<file path="config.mk">
export PLATFORM = sky130hd
export DESIGN_NAME = midi_encoder
export DESIGN_NICKNAME = d
export VERILOG_FILES = /design/src/rtl/midi_pkg.sv /design/src/rtl/midi_running_status.sv /design/src/rtl/midi_encoder.sv
export SDC_FILE = /design/constraint.sdc
export NUM_CORES = 1
export LEC_CHECK = 0
export ABC_AREA = 1
export CAP_MARGIN = 15
export CORE_UTILIZATION = 40
export CTS_CLUSTER_DIAMETER = 50
export DETAILED_ROUTE_END_ITERATION = 7
export PLACE_DENSITY = 0.77
export SLEW_MARGIN = 30
export SYNTH_ARGS = -nofsm -noshare
export SYNTH_HDL_FRONTEND = slang
export SYNTH_HIERARCHICAL = 1
export SYNTH_SLANG_ARGS = --single-unit
</file>
<file path="constraint.sdc">
create_clock -name clock_50_000_000 -period 1.5 [get_ports clock_50_000_000]
set_input_delay 0.45 -clock clock_50_000_000 [delete_from_list [all_inputs] [get_ports clock_50_000_000]]
set_output_delay 0.45 -clock clock_50_000_000 [all_outputs]
set_load 0.02 [all_outputs]
</file>
<file path="src/rtl/midi_pkg.sv">
// Shared MIDI definitions: status codes, control numbers, the decoded message
// record and helpers used by both the MIDI decoder and encoder.
package midi_pkg;

    typedef enum logic [3:0] {
        NoteOff       = 4'h8,
        NoteOn        = 4'h9,
        ControlChange = 4'hB
    } status_t;

    localparam logic [6:0] CcModWheel = 7'd1;
    localparam logic [6:0] CcVolume   = 7'd7;
    localparam logic [6:0] CcPan      = 7'd10;
    localparam logic [6:0] CcSustain  = 7'd64;

    typedef struct packed {
        logic [3:0] status;
        logic [3:0] channel;
        logic [6:0] data1;
        logic [6:0] data2;
    } message_t;

    function automatic logic is_supported(input status_t s);
        case (s)
            NoteOff, NoteOn, ControlChange: return 1'b1;
            default:                        return 1'b0;
        endcase
    endfunction

    function automatic logic [7:0] status_byte(input message_t m);
        return {m.status, m.channel};
    endfunction

endpackage

</file>
<file path="src/rtl/midi_running_status.sv">
// Running-status tracker: remembers the last status byte sent and how long ago,
// so a repeated status can be omitted while the receiver still remembers it.
module midi_running_status
    import midi_pkg::*;
#(
    parameter int unsigned RS_REFRESH_CYCLES = 50_000_000
) (
    input  logic       clk_i,
    input  logic       rst_ni,
    input  logic       status_xfer_i,
    input  logic [7:0] status_byte_i,
    input  logic [7:0] query_byte_i,
    output logic       hit_o
);

    localparam int unsigned CntW = $clog2(RS_REFRESH_CYCLES + 1) < 1 ? 1 :
                                   $clog2(RS_REFRESH_CYCLES + 1);
    localparam logic [CntW-1:0] CntMax = CntW'(RS_REFRESH_CYCLES);

    logic [7:0]      last_status_q, last_status_d;
    logic            rs_valid_q, rs_valid_d;
    logic [CntW-1:0] cnt_q, cnt_d;

    always_comb begin
        last_status_d = last_status_q;
        rs_valid_d    = rs_valid_q;
        cnt_d         = cnt_q;
        if (status_xfer_i) begin
            last_status_d = status_byte_i;
            rs_valid_d    = 1'b1;
            cnt_d         = '0;
        end else begin
            // Saturate so a long silence never wraps back into a "fresh" window.
            if (cnt_q != CntMax) begin
                cnt_d = cnt_q + 1'b1;
            end
            if (cnt_d == CntMax) begin
                rs_valid_d = 1'b0;
            end
        end
    end

    always_ff @(posedge clk_i or negedge rst_ni) begin
        if (!rst_ni) begin
            last_status_q <= 8'h00;
            rs_valid_q    <= 1'b0;
            cnt_q         <= '0;
        end else begin
            last_status_q <= last_status_d;
            rs_valid_q    <= rs_valid_d;
            cnt_q         <= cnt_d;
        end
    end

    assign hit_o = rs_valid_q && (last_status_q == query_byte_i);

endmodule

</file>
<file path="src/rtl/midi_encoder.sv">
// Serialises one decoded MIDI message into status/data1/data2 bytes over a
// valid/ready byte stream. Optional running status: define MIDI_RUNNING_STATUS_EN.
module midi_encoder
    import midi_pkg::*;
#(
    parameter int unsigned RS_REFRESH_CYCLES = 50_000_000
) (
    input  logic                   clock_50_000_000,
    input  logic                   reset_l,
    input  logic [$bits(message_t)-1:0] message,
    input  logic                   message_valid,
    output logic                   message_ready,
    output logic [7:0]             data_out,
    output logic                   data_out_valid,
    input  logic                   data_out_ready,
    output logic                   message_dropped
);

    typedef enum logic [1:0] {
        StIdle,
        StStatus,
        StData1,
        StData2
    } state_t;

    state_t   state_q, state_d;
    message_t msg_q, msg_d;
    message_t msg_in;
    logic     drop_q, drop_d;
    logic     accept;
    logic     supported;
    logic     rs_hit;

    assign msg_in        = message_t'(message);
    assign message_ready = (state_q == StIdle);
    assign accept        = message_valid && message_ready;
    assign supported     = is_supported(status_t'(msg_in.status));

`ifdef MIDI_RUNNING_STATUS_EN
    logic status_xfer;

    assign status_xfer = (state_q == StStatus) && data_out_ready;

    midi_running_status #(
        .RS_REFRESH_CYCLES (RS_REFRESH_CYCLES)
    ) u_running_status (
        .clk_i         (clock_50_000_000),
        .rst_ni        (reset_l),
        .status_xfer_i (status_xfer),
        .status_byte_i (status_byte(msg_q)),
        .query_byte_i  (status_byte(msg_in)),
        .hit_o         (rs_hit)
    );
`else
    logic unused_rs_cfg;

    assign unused_rs_cfg = ^RS_REFRESH_CYCLES;
    assign rs_hit        = 1'b0;
`endif

    always_comb begin
        state_d = state_q;
        msg_d   = msg_q;
        drop_d  = 1'b0;
        unique case (state_q)
            StIdle: begin
                if (accept) begin
                    msg_d = msg_in;
                    if (!supported) begin
                        drop_d = 1'b1;
                    end else if (rs_hit) begin
                        state_d = StData1;
                    end else begin
                        state_d = StStatus;
                    end
                end
            end
            StStatus: if (data_out_ready) state_d = StData1;
            StData1:  if (data_out_ready) state_d = StData2;
            StData2:  if (data_out_ready) state_d = StIdle;
            default:  state_d = StIdle;
        endcase
    end

    // Bytes are decoded from registered state so they stay put through any stall.
    always_comb begin
        data_out       = 8'h00;
        data_out_valid = (state_q != StIdle);
        unique case (state_q)
            StStatus: data_out = status_byte(msg_q);
            StData1:  data_out = {1'b0, msg_q.data1};
            StData2:  data_out = {1'b0, msg_q.data2};
            default:  data_out = 8'h00;
        endcase
    end

    always_ff @(posedge clock_50_000_000 or negedge reset_l) begin
        if (!reset_l) begin
            state_q <= StIdle;
            msg_q   <= '0;
            drop_q  <= 1'b0;
        end else begin
            state_q <= state_d;
            msg_q   <= msg_d;
            drop_q  <= drop_d;
        end
    end

    assign message_dropped = drop_q;

endmodule

</file>
; ---- Word-level counts from Yosys, hierarchy flattened
; Cells that the tools add are included.
; W data, S select, Z words.
[word_totals]
elab_cells = 34
register_bits = 25
out_inout_bits = 11
in_bits = 26
[classes]
mux = 11
n_reduce_logical = 6
eq_ne = 11
[ops]
columns = operator, n
row1 = $pmux W8 S3, 1
row2 = $eq A4 B4 Y1 const B, 3
row3 = $mux W2, 5
row4 = $pmux W2 S4, 1
row5 = $ne A2 B2 Y1 const B, 3
row6 = $reduce_and A5 Y1, 1
row7 = $eq A2 B2 Y1 const B, 2
row8 = $mux W1, 4
row9 = $ne A2 B1 Y1 const B, 2
row10 = $reduce_or A3 Y1, 1
row11 = $eq A2 B1 Y1 const B, 1
row12 = $logic_not A2 Y1, 1
row13 = $reduce_and A2 Y1, 1
row14 = $reduce_bool A2 Y1, 1
row15 = $logic_and A1 B1 Y1, 1

; ---- Depth between registers and ports, before layout
; Gate-level depths: netlist of run 1.
[logic_depth]
word_depth = 6
ltp_mapped = 9
ltp_nobuf = 8

; ---- Worst setup path before layout of run 1
; Ideal clock, no wire load.
[synth_path]
path_type = reg-to-output
start = register state_q[0]
end = output data_out[0]
arrival_ns = 1.437
stages_incl_launch_ff = 6
slack_ns = -0.387
path_buffers = 0
required_ns = 1.050
path_cell_list = dfrtp_1 -> inv_1 -> ha_1 -> clkinv_1 -> nand2_1 -> inv_1
[synth_via]
elab_chain_cells = 2
word_cells_on_any_way = 4
cone_classes = eq/ne: 3 / mux: 1
[synth_lines]
columns = element, line_no
row1 = from (decl), midi_encoder.sv:26  ; state_t state_q, state_d;
row2 = from (signal assigned), midi_encoder.sv:99  ; state_q <= StIdle;
row3 = from (signal assigned), midi_encoder.sv:103  ; state_q <= state_d;
row4 = $eq A2 B2 Y1 or $eq A2 B1 Y1 (tied branches), midi_encoder.sv:89  ; unique case (state_q)
row5 = $pmux W8 S3 *, midi_encoder.sv:89
row6 = to (decl), midi_encoder.sv:13  ; output logic [7:0] data_out,
; Mark *: on every way between the ends. The rest lies on a longest branch, timed or not.

; ---- Worst setup path in the final report of run 1
[layout_path]
start = register state_q[1]
end = output data_out[6]
; The elaborated chain is that of the path after synthesis.

==> flow_metrics.py, run 1 <==
metrics = {
    "run_status": {
        "run_status": "finished, violations left",
        "violations": "setup timing",
    },
    "place": {
        "dp_hpwl_um": 2183,
        "post_dp_cell_area_um2": 1814,
        "dpl.cell_count": 214,
        "dp_slack_ns": -0.6585,
        "gp_congestion": 0.7879,
        "io_buffers": 36,
    },
    "logic_synthesis": {
        "synth_warnings": 6,
        "synthCells": 125,
        "syn_area_um2": 1296,
        "syn_area_per_cell_um2": 10.37,
        "synth_nets": 155,
        "synth_cell_types": 17,
        "ys_seq_area_frac": 0.4826,
        "ys_ff_latch": 25,
    },
    "sta": {
        "timing.final.ws_setup_ns": -0.4798,
        "hold_slack_ns": 0.4684,
        "setup_viol": 31,
        "finalClockSkew_ns": 0.005234,
        "period_share": 1.320,
        "slew_violations": 0,
        "fmax_mhz": 505.1,
        "period_needed_ns": 1.980,
        "rsz0062_at_grt": "yes",
        "hold_viol": 0,
        "tns_ns": -7.066,
        "tightest_slew_ns": 0.3237,
        "slew-limit-headroom": 0.7842,
    },
    "final_layout": {
        "multiInputGateArea_um2": 640.6,
        "ff_latch_area_um2": 628.1,
        "fin_area_um2": 1991,
        "final_nets": 213,
        "drive_gt1_frac": 0.4286,
        "finalNonFillerCells": 226,
        "antenna_cells": 0,
        "areaGrowthSynthToFinish_pct": 53.57,
        "fillers": 256,
        "fin_util": 0.6520,
    },
    "worst_setup_path": {
        "critPathBufInv": 3,
        "worstPathMaxFanout": 8,
        "timing_worst_setup_path_type": "reg2out",
        "crit_chain": "buf_4, ha_4, nand2_1, nand3_1, nand2_1, inv_2, buf_4",
        "path_delay_family": "flip-flops",
        "worst_path_largest_cell_delay_ns": 0.46,
        "cp-start-kind": "flip-flop",
        "endpoint_kind": "output port",
        "cp_slowest_cell": "dfrtp_2",
        "crit_arrival_ns": 1.53,
        "crit_required_ns": 1.05,
    },
    "cts": {
        "cts_buffers": 3,
        "clk_pin_slew_ns": 0.14,
        "htreeDepth": 1,
        "clock-sinks": 25,
        "root_buffer": "clkbuf_4",
        "cts_tree": "done",
        "clk_latency_ns": 0.33,
        "hold_buffers": 0,
        "clockBufferDepth": 2,
    },
    "global_route": {
        "grt_overflow_total": 0,
        "antenna_found_initial": 0,
        "grt_pass1_vias": 1122,
        "grt_usage": 0.2046,
        "grt_pass1_wl_um": 5299,
        "grt_max_degree": 26,
    },
    "drt": {
        "via_count": 1087,
        "viasPerCell": 4.810,
        "drt_wl_total_um": 3322,
        "drt_iter0_drc": 12,
        "ant_nets": 0,
        "detail_route.wl_per_cell_um": 14.70,
        "remaining_drc_errors": 0,
        "firstDrtPassIters": 4,
    },
    "min_path": {
        "hold_class": "in2async",
    },
    "pwr": {
        "p_per_area_nw_per_um2": 2143,
        "ir_worst_vdd_mv": 1.049,
        "total_power_mw": 4.266,
        "leakage_nw": 1.012,
    },
    "die": {
        "core_um2": 3053,
        "start_util": 0.4246,
        "pin_count": 37,
        "die_w_um": 58.93,
        "fp-row-count": 20,
        "die_y_um": 58.93,
        "dieArea_um2": 3472,
    },
    "run": {
        "cap_violations": 0,
    },
}
placed cells by master (no fill, tap or decap), drive strengths merged:
cell type,synthesis,routed
a21oi,1,1
o21ai,2,2
bufbuf,0,1
o21bai,1,1
clkbuf,1,3
inv,14,14
nand2,41,41
clkdlybuf4s15,0,1
dfrtp,25,25
mux2,20,20
nand3,10,10
ha,4,4
buf,4,30
clkdlybuf4s50,0,25
nor2,1,1
clkinv,1,3
flip-flops by register name (all words and copies together) (netlist names):
signal	flops
msg_q	22
state_q	2
message_dropped	1
area by class of cell:
type,count,share of cell area
clock buffers,3,0.01131
clock inverters,1,0.002514
inverters,15,0.03080
multi-input cells,80,0.3218
flip-flops and latches,25,0.3155
well taps,44,0.02766
repair buffers,57,0.2860
repair inverters,1,0.004400
logic make-up (layout without fill, tap and decap cells):
group,Yosys count,in the layout,share of synthesized area
fa+ha+maj,4,4,0.03861
compound gates,4,4,0.01737
mux,20,20,0.2172
buf+inv,20,77,0.07818
simple gates,52,52,0.1660
flops,25,25,0.4826
metal layers:
metal / vias up / routed length [um] / share of wire / GRT usage
met3: 8 / 131 / 0.039 / 0.02198
met2: 34 / 1721 / 0.52 / 0.3636
met1: 537 / 1399 / 0.42 / 0.2632
li1: 508 / - / - / -
met5: - / 0 / 0 / 0
met4: 0 / 69 / 0.021 / 0.05782
Yosys cell counts:
library cell   n  share of area
clkbuf_1       1         0.0029
buf_2          2         0.0077
ha_1           4          0.039
buf_12         1          0.015
mux2_2         5          0.043
mux2_4        15           0.17
inv_1         14          0.041
nand2_1       40           0.12
o21ai_0        2         0.0077
clkinv_1       1         0.0029
a21oi_1        1         0.0039
nand2_4        1         0.0087
buf_6          1         0.0087
o21bai_1       1         0.0058
nand3_1       10          0.039
nor2_1         1         0.0029
dfrtp_1       25           0.48
power breakdown:
group	total (mW)	internal [mW]	switching [mW]	leakage (nW)
logic	2.71	1.49	1.22	0.699
clock network	0.310	0.100	0.210	0.0177
registers	1.24	1.02	0.225	0.295
total	4.27	2.61	1.66	1.01
final timing paths:
check	from	endpoint	slack [ns]	cells past startpoint
max	state_q[1]	data_out[6]	-0.48	7
min	reset_l	msg_q[11]	0.47	2
max reg2reg	state_q[1]	msg_q[15]	-0.23	7
min reg2reg	msg_q[21]	msg_q[21]	0.52	2
max in group asynchronous	reset_l	state_q[1]	0.76	2
min in group clock_50_000_000	msg_q[21]	msg_q[21]	0.52	2
timing repair:
item,4_1_cts,5_1_grt
pin swaps,2,2
setup endpoints to repair,33,35
resized for setup,58,12
setup buffers,6,1
endpoints found under the hold margin,0,0
cloned,2,0
Power figures use the tool's default switching activity.
==> inputs of run 2 (changes only) <==
--- a/config.mk
+++ b/config.mk
@@ -10,7 +10,7 @@
 export CORE_UTILIZATION = 40
 export CTS_CLUSTER_DIAMETER = 50
 export DETAILED_ROUTE_END_ITERATION = 7
-export PLACE_DENSITY = 0.77
+export PLACE_DENSITY = 0.72
 export SLEW_MARGIN = 30
 export SYNTH_ARGS = -nofsm -noshare
 export SYNTH_HDL_FRONTEND = slang
==> flow_metrics.py, run 2 (synthesis results as in run 1) <==
metrics = {
    "run_status": {
        "run_status": "finished, violations left",
        "violations": "setup timing",
    },
    "min_path": {
        "hold_class": "in2async",
    },
    "global_route": {
        "antenna_found_initial": 0,
        "grt_overflow_total": 0,
        "grt_pass1_vias": 1031,
        "grt_pass1_wl_um": 4885,
        "grt_max_degree": 26,
        "grt_usage": 0.1929,
    },
    "die": {
        "die_w_um": 58.93,
        "dieArea_um2": 3472,
        "pin_count": 37,
        "core_um2": 3053,
        "start_util": 0.4246,
        "die_y_um": 58.93,
        "fp-row-count": 20,
    },
    "worst_setup_path": {
        "crit_arrival_ns": 1.50,
        "startpoint": "state_q[0]",
        "worst_r2r_startpoint": "state_q[1]",
        "cp-start-kind": "flip-flop",
        "endpoint_kind": "output port",
        "worstPathMaxFanout": 9,
        "cp_slowest_cell": "dfrtp_2",
        "path_delay_family": "flip-flops",
        "timing_worst_setup_path_type": "reg2out",
        "critPathMostFrequentCell": "nand2_1",
        "critPathBufInv": 3,
        "crit_required_ns": 1.05,
        "crit_chain": "buf_12, ha_4, nand2_1, nand3_1, nand2_1, inv_2, buf_4",
        "worst_path_largest_cell_delay_ns": 0.46,
    },
    "final_layout": {
        "fin_area_um2": 2044,
        "final_nets": 213,
        "areaGrowthSynthToFinish_pct": 57.72,
        "layout_commonest_cell": "nand2_1",
        "antenna_cells": 0,
        "regMostFlops": "msg_q",
        "final_cell_mix": "nand2_1 (36), clkdlybuf4s50_1 (24), dfrtp_1 (23)",
        "largest_reg_flops": 22,
        "drive_gt1_frac": 0.4341,
    },
    "pwr": {
        "p_sw_frac": 0.3886,
        "p_switching_mw": 1.691,
        "seq_power_share": 0.287,
        "p_per_area_nw_per_um2": 2128,
        "ir_worst_vdd_mv": 0.8637,
        "leakage_nw": 1.018,
        "combPwrFrac": 0.643,
        "pwr-share-clk": 0.070,
        "intPower_mw": 2.661,
    },
    "drt": {
        "dr_wl_met3_um": 158,
        "drt_wl_total_um": 3118,
        "firstDrtPassIters": 4,
        "ant_nets": 0,
        "viasPerCell": 4.757,
        "wl_met2_um": 1577,
        "wl_met1_um": 1347,
        "remaining_drc_errors": 0,
        "top_layer": "met4",
        "via_count": 1075,
        "drt_iter0_drc": 30,
        "detail_route.wl_per_cell_um": 13.80,
    },
    "cts": {
        "cts_buffers": 3,
        "clockBufferDepth": 2,
        "cts_tree": "done",
        "hold_buffers": 0,
        "htreeDepth": 1,
        "root_buffer": "clkbuf_4",
        "clk_latency_ns": 0.31,
        "clock-sinks": 25,
        "clk_pin_slew_ns": 0.14,
    },
    "sta": {
        "timing.final.ws_setup_ns": -0.4524,
        "tightest_slew_ns": 0.7993,
        "hold_viol": 0,
        "slew_violations": 0,
        "rsz0062_at_grt": "yes",
        "setup_viol": 23,
        "slew-limit-headroom": 0.4671,
        "hold_slack_ns": 0.4590,
        "fmax_mhz": 512.2,
        "finalClockSkew_ns": 0.005812,
        "period_share": 1.302,
        "period_needed_ns": 1.952,
    },
    "place": {
        "post_dp_cell_area_um2": 1809,
        "io_buffers": 36,
        "gp_congestion": 0.7099,
        "dp_hpwl_um": 2040,
    },
    "run": {
        "cap_violations": 0,
    },
}
[run 2: cell types whose count changed in the layout (fill, tap and decap cells not counted), moves of 2 or more]
| cell | before | now |
|---|---|---|
| clkinv_4 | 2 | 0 |
| mux2_2 | 5 | 0 |
| mux2_4 | 15 | 20 |
| nand2_1 | 38 | 36 |
| nand2_8 | 0 | 4 |
[run 2: power groups by stage]
stage / Sequential [mW] / Combinational [mW] / Clock [mW]
final: 1.25 / 2.80 / 0.304
after global routing: 1.29 / 3.00 / 0.343
after global placement: 1.22 / 2.19 / 0
after CTS: 1.24 / 2.42 / 0.310
after floorplan: 1.18 / 1.46 / 0
after detailed placement: 1.23 / 2.28 / 0
[run 2: what timing repair did]
item,CTS,global route
gates resized for setup,58,30
gates cloned,2,1
pin swaps,0,0
setup buffers,2,2
setup endpoints to repair,35,33
[run 2: path summary, 6_finish.rpt]
kind                           cells after the start           to  slack (ns)
min in group clock_50_000_000                      2    msg_q[18]        0.51
max in group asynchronous                          2   state_q[0]        0.87
setup / recovery                                   7  data_out[4]       -0.45
hold reg to reg                                    2    msg_q[18]        0.51
hold / removal                                     2    msg_q[12]        0.46
setup reg to reg                                   7    msg_q[16]       -0.14
[run 2: metal layers]
metal / vias up / GRT usage
met5: - / 0
met4: 0 / 0.06122
met3: 2 / 0.03077
met2: 39 / 0.3360
met1: 520 / 0.2444
li1: 514 / -
[run 2: worst reg2reg max path: stages (launching register included)]
cell and delay [ns]:
dfrtp_2 0.48, inv_2 0.11, buf_6 0.10, ha_4 0.17
buf_12 0.13, buf_12 0.14, nand2_8 0.09, mux2_4 0.33
[run 2: cell type report]
cell class,count,area [um^2]
timing repair buffer,55,540.5
fill,255,1008
tap,44,55.05
clock inverter,1,5.005
clock buffer,3,22.52
inverter,15,63.81
multi-input combinational,83,729.5
sequential,25,628.1
[run 2: metrics by stage]
stage,power (mW),util,cells,setup TNS [ns],setup WS [ns]
after floorplan,2.636,-,125,0,0.01908
after global placement,3.411,0.5926,215,-10.42,-0.6227
after detailed placement,3.507,0.5926,215,-11.45,-0.6551
after CTS,3.965,0.6258,223,-4.544,-0.4485
after global routing,4.631,0.6697,226,-7.149,-0.5332
final,4.351,0.6697,226,-5.913,-0.4524
==> inputs of run 3 (changes only) <==
--- a/config.mk
+++ b/config.mk
@@ -8,6 +8,7 @@
 export ABC_AREA = 1
 export CAP_MARGIN = 15
 export CORE_UTILIZATION = 40
+export CTS_BUF_LIST = sky130_fd_sc_hd__clkbuf_4 sky130_fd_sc_hd__clkbuf_8 sky130_fd_sc_hd__clkbuf_16
 export CTS_CLUSTER_DIAMETER = 50
 export DETAILED_ROUTE_END_ITERATION = 7
 export PLACE_DENSITY = 0.72
==> results of run 3 <==
Same layout as run 2: the final DEF is identical, and so are final timing and power.
